## src/rtl/mul_rr_scheduler.sv

```systemverilog
// Round-robin scheduler in front of one iterative shift-add multiplier shared by 2**ID_W requesters.
// Optional macro MUL_EARLY_EXIT_EN ends the BUSY phase as soon as no multiplier bits remain.
module mul_rr_scheduler #(
  parameter int WIDTH = 16,
  parameter int ID_W  = 2
) (
  input  logic                          clk,
  input  logic                          rst_n,
  input  logic [(1<<ID_W)-1:0]          req_valid,
  output logic [(1<<ID_W)-1:0]          req_ready,
  input  logic [(1<<ID_W)*WIDTH-1:0]    req_a,
  input  logic [(1<<ID_W)*WIDTH-1:0]    req_b,
  output logic                          rsp_valid,
  input  logic                          rsp_ready,
  output logic [ID_W-1:0]               rsp_id,
  output logic [2*WIDTH-1:0]            rsp_prod,
  output logic                          busy,
  output logic [1:0]                    dbg_state
);

  localparam int NREQ  = 1 << ID_W;
  localparam int CNT_W = $clog2(WIDTH + 1);

  typedef enum logic [1:0] {S_IDLE = 2'd0, S_BUSY = 2'd1, S_DONE = 2'd2} state_t;

  state_t               r_state;
  logic [2*WIDTH-1:0]   r_a_sh;
  logic [WIDTH-1:0]     r_b_sh;
  logic [2*WIDTH-1:0]   r_acc;
  logic [CNT_W-1:0]     r_cnt;
  logic [ID_W-1:0]      r_id;
  logic [ID_W-1:0]      r_last;
  logic                 r_rsp_valid;
  logic [ID_W-1:0]      r_rsp_id;
  logic [2*WIDTH-1:0]   r_rsp_prod;
  logic                 r_busy;

  logic [ID_W-1:0]      w_grant;
  logic                 w_grant_vld;
  logic [WIDTH-1:0]     w_a_sel;
  logic [WIDTH-1:0]     w_b_sel;
  logic [2*WIDTH-1:0]   w_acc_next;
  logic [WIDTH-1:0]     w_b_next;
  logic                 w_last_bit;

  // Search downward from last_grant+NREQ so the closest successor of last_grant wins.
  always_comb begin
    w_grant     = '0;
    w_grant_vld = 1'b0;
    for (int k = NREQ; k >= 1; k--) begin
      if (req_valid[ID_W'(r_last + ID_W'(k))]) begin
        w_grant     = ID_W'(r_last + ID_W'(k));
        w_grant_vld = 1'b1;
      end
    end
  end

  // Handshake: a request is taken on the edge where req_valid[i] & req_ready[i];
  // req_ready is a one-hot (or zero) grant, raised only in IDLE.
  always_comb begin
    req_ready = '0;
    if (r_state == S_IDLE && w_grant_vld) req_ready[w_grant] = 1'b1;
  end

  assign w_a_sel    = req_a[int'(w_grant)*WIDTH +: WIDTH];
  assign w_b_sel    = req_b[int'(w_grant)*WIDTH +: WIDTH];
  assign w_acc_next = r_acc + (r_b_sh[0] ? r_a_sh : '0);
  assign w_b_next   = r_b_sh >> 1;

  always_comb begin
`ifdef MUL_EARLY_EXIT_EN
    w_last_bit = (w_b_next == '0) || (r_cnt == CNT_W'(WIDTH - 1));
`else
    w_last_bit = (r_cnt == CNT_W'(WIDTH - 1));
`endif
  end

  always_ff @(posedge clk or negedge rst_n) begin
    if (!rst_n) begin
      r_state     <= S_IDLE;
      r_a_sh      <= '0;
      r_b_sh      <= '0;
      r_acc       <= '0;
      r_cnt       <= '0;
      r_id        <= '0;
      r_last      <= ID_W'(NREQ - 1);
      r_rsp_valid <= 1'b0;
      r_rsp_id    <= '0;
      r_rsp_prod  <= '0;
      r_busy      <= 1'b0;
    end else begin
      case (r_state)
        S_IDLE: begin
          if (w_grant_vld) begin
            r_a_sh  <= {{WIDTH{1'b0}}, w_a_sel};
            r_b_sh  <= w_b_sel;
            r_id    <= w_grant;
            r_last  <= w_grant;
            r_acc   <= '0;
            r_cnt   <= '0;
            r_busy  <= 1'b1;
            r_state <= S_BUSY;
          end
        end
        S_BUSY: begin
          r_acc  <= w_acc_next;
          r_a_sh <= r_a_sh << 1;
          r_b_sh <= w_b_next;
          r_cnt  <= r_cnt + 1'b1;
          if (w_last_bit) begin
            r_rsp_prod  <= w_acc_next;
            r_rsp_id    <= r_id;
            r_rsp_valid <= 1'b1;
            r_state     <= S_DONE;
          end
        end
        S_DONE: begin
          if (rsp_ready) begin
            r_rsp_valid <= 1'b0;
            r_busy      <= 1'b0;
            r_state     <= S_IDLE;
          end
        end
        default: r_state <= S_IDLE;
      endcase
    end
  end

  assign rsp_valid = r_rsp_valid;
  assign rsp_id    = r_rsp_id;
  assign rsp_prod  = r_rsp_prod;
  assign busy      = r_busy;
  assign dbg_state = r_state;

endmodule

```

## config.mk

```make
export PLATFORM = sky130hd
export DESIGN_NAME = mul_rr_scheduler
export DESIGN_NICKNAME = d
export VERILOG_FILES = /design/src/rtl/mul_rr_scheduler.sv
export SDC_FILE = /design/constraint.sdc
export NUM_CORES = 1
export LEC_CHECK = 0
export ABC_CLOCK_PERIOD_IN_PS = 4059
export CAP_MARGIN = 20
export CORE_AREA = 2 2 124 126
export DETAILED_ROUTE_END_ITERATION = 10
export DIE_AREA = 0 0 126 128
export PLACE_DENSITY = 0.81
export SYNTH_ARGS = -nofsm -noshare
export SYNTH_HDL_FRONTEND = slang
export SYNTH_SLANG_ARGS = --single-unit
```

## constraint.sdc

```tcl
create_clock -name clk -period 4.06 [get_ports clk]
set_clock_uncertainty 0.05 [all_clocks]
set_input_delay 1.218 -clock clk [delete_from_list [all_inputs] [get_ports clk]]
set_output_delay 1.218 -clock clk [all_outputs]
set_load 0.02 [all_outputs]
```

==> metrics <==
run status completed; cell type with the largest total area after synthesis dfrtp_1; number of post-CTS setup repair buffers 0; startpoint-to-endpoint class of the critical path input pin to output port; latest clock arrival within the worst-skew pair 430 ps; start of the worst register-to-register path r_b_sh[0]$_DFFE_PN0P_; clock root buffer master clkbuf_16; starting density of the core 50.23%; portion of the post-synthesis area used by sequential elements 42.60%; minimum clock period 3987 ps; endpoints failing setup 0; RSZ-0062 raised after global routing no; die boundary height 128 µm; post-DR wirelength/cell 17.48 µm; total via count in the routed design 6821; overall die width 126 µm; final number of max-transition violations 0; Min-Delay Startpoint rsp_prod[24]$_DFFE_PN0P_; growth of design area from synthesis to finish 36.43%; via count of the first global-routing pass 6965; Area contributors post-synth dfrtp_1 42%, nand2_1 7.3%, o21ai_0 6.9%; flops & latches, synth 127; aggregate routed wire length 20.52 mm; most frequent standard cell in the layout excluding fill and tap cells clkdlybuf4s50_1; gr usage total 26.20%; Port-buffer cells 176; worst min-delay path class register to register; area share of the largest cell type after synthesis 41.90%; ys async rst share 100.0%; clock transition time at the flip-flop clock pins of the worst setup and hold paths 50 ps; detailed-router iteration count before antenna repair 6; NumNets Final 1142; Synthesis Warnings 0; pin count of the biggest net entering global routing 70; buffer depth of the longest clock path 2; first-pass GRT wire length 33.64 mm; fraction of final layout cells with drive strength greater than 1 10.34%; initial antenna violation count 0; detailed placement HPWL 14.82 mm; # DRC 0; first-iteration detailed-routing DRC count 538; P_leak 4.480 nW; count of clock tree sinks 127; kind of end point of the critical path output port; filler instances 1196; synthesized instance count 802; maximum frequency from static timing analysis 250.8 MHz; post-synth cell types 54; # H-tree levels 4; number of clock buffers inserted by TritonCTS 17; hold violation count in the final report 0; hold_buf cts 0; max-capacitance violation count 0; total nets after synthesis 971; DRT antenna net count 0; maximum fanout encountered on the critical timing path 3; Crit. Startpoint req_valid[1]; CTS tree done; GRT Residual Overflow 0; number of inserted diodes 0; data arrival at the endpoint of the critical path 2720 ps; Setup crit start kind input pin; average cell area after synthesis 9.309 µm²; Total Power Consumption 8.265 mW; number of top-level design ports 177; transition at the pin with the smallest max-transition slack 959.8 ps; tightest hold margin 421.3 ps; required time of the worst setup path 2790 ps; die area 0.01613 mm²; total power divided by cell area 811.4 mW/mm²; prevailing post-synth register cell dfrtp_1; Cell Area, Synth 0.007466 mm²; worst slew margin relative to its limit 35.86%; number of synthesized flops with an enable pin 0; RePlAce Congestion 0.8936; Placeable Area 0.01486 mm²; commonest non-fill, non-tap cells in the layout 169 x clkdlybuf4s50_1, 144 x nand2_1, 125 x dfrtp_1; maximum resistive drop on vdd 0.6514 mV; average via count per standard cell 5.810; standard-cell rows 45; final critical-path share of the clock period 98.19%
[state kept, by name, summed over array words and instances (netlist names)]
| register | flops |
|---|---|
| r_id | 2 |
| dbg_state | 2 |
| r_cnt | 5 |
| r_last | 2 |
| r_acc | 32 |
| rsp_valid | 1 |
| rsp_prod | 32 |
| rsp_id | 2 |
| busy | 1 |
| r_b_sh | 16 |
| r_a_sh | 32 |
[synth_stat cells, drive strengths merged (3+ instances only)]
cell / n
a31oi: 3
nand3: 20
nor2b: 3
or4: 3
dfrtp: 125
a221oi: 4
o21a: 3
or3: 3
mux4: 16
xor2: 13
o221ai: 15
a211oi: 5
xnor2: 16
nor2: 28
and3: 4
mux2i: 31
a22oi: 32
nand2: 146
nor3: 8
buf: 9
and2: 32
o21ai: 108
a21oi: 36
a21o: 10
inv: 14
clkbuf: 37
nand4: 7
mux2: 4
nand2b: 8
o31ai: 3
ha: 33
[path summary, 6_finish.rpt]
check,endpoint,cells past startpoint,slack (ps)
worst max-delay path,req_ready[0],8,70
worst min-delay path,rsp_prod[24]$_DFFE_PN0P_,2,420
worst max register to register,rsp_prod[27]$_DFFE_PN0P_,10,420
worst min register to register,rsp_prod[24]$_DFFE_PN0P_,2,420
max in group asynchronous,rsp_prod[8]$_DFFE_PN0P_,2,2540
min in group asynchronous,r_a_sh[24]$_DFFE_PN0P_,1,630
[repair_timing]
item	CTS	global route
gates resized for setup	25	10
setup endpoints to repair	4	4
pin swaps	0	2
[cell families (layout without fill, tap and decap cells)]
family          after synthesis  after routing  share of synthesized area (%)
simple gates                268            268                          16.42
buf+inv                      60            244                          3.100
flops                       127            127                          42.60
xor+xnor                     29             29                          3.402
mux                          51             51                          9.586
compound gates              233            233                          19.09
fa+ha+maj                    34             34                          5.799
[stage by stage]
| step | setup TNS, ps | util (%) | instance area [µm²] | setup slack [ps] | instances |
|---|---|---|---|---|---|
| finish | 0 | 68.53 | 10190 | 73.37 | 1174 |
| global route | 0 | 68.53 | 10190 | 11.19 | 1174 |
| CTS | 0 | 68.43 | 10170 | 2.000 | 1174 |
| detailed placement | -2036 | 64.09 | 9527 | -653.0 | 1142 |
| global placement | -1871 | 64.09 | 9527 | -605.4 | 1142 |
| floorplan | 0 | - | 7467 | 2.804 | 802 |
[per-layer routing]
metal,global-route usage [%],share of wire (%),wire (µm)
met1,31.27,40,8231
met2,45.64,51,10440
met3,6.761,6.2,1274
met4,10.02,2.8,572
met5,0,0,0
[power by group]
part | switching (mW) | total, mW | internal, mW
clock network | 0.582 | 1.58 | 0.998
logic | 2.52 | 4.40 | 1.88
registers | 0.414 | 2.29 | 1.87
total | 3.52 | 8.27 | 4.75
[critical path, cell delays in order]
cell and delay [ps]:
clkdlybuf4s50_1 440, nor2b_2 170, a21oi_1 140, nor2_1 80
a211oi_4 220, inv_2 110, nor2_4 150, buf_2 180
[layout make-up]
cell class	count	area, µm²	area share, %
Clock buffer	19	452.9	4.447
Clock inverter	13	163.9	1.609
Inverter	14	52.55	0.5159
Multi-Input combinational cell	615	4148	40.72
Sequential cell	127	3181	31.22
Tap cell	188	235.2	2.309
Timing Repair Buffer	198	1953	19.17
Power figures use the tool's default switching activity.
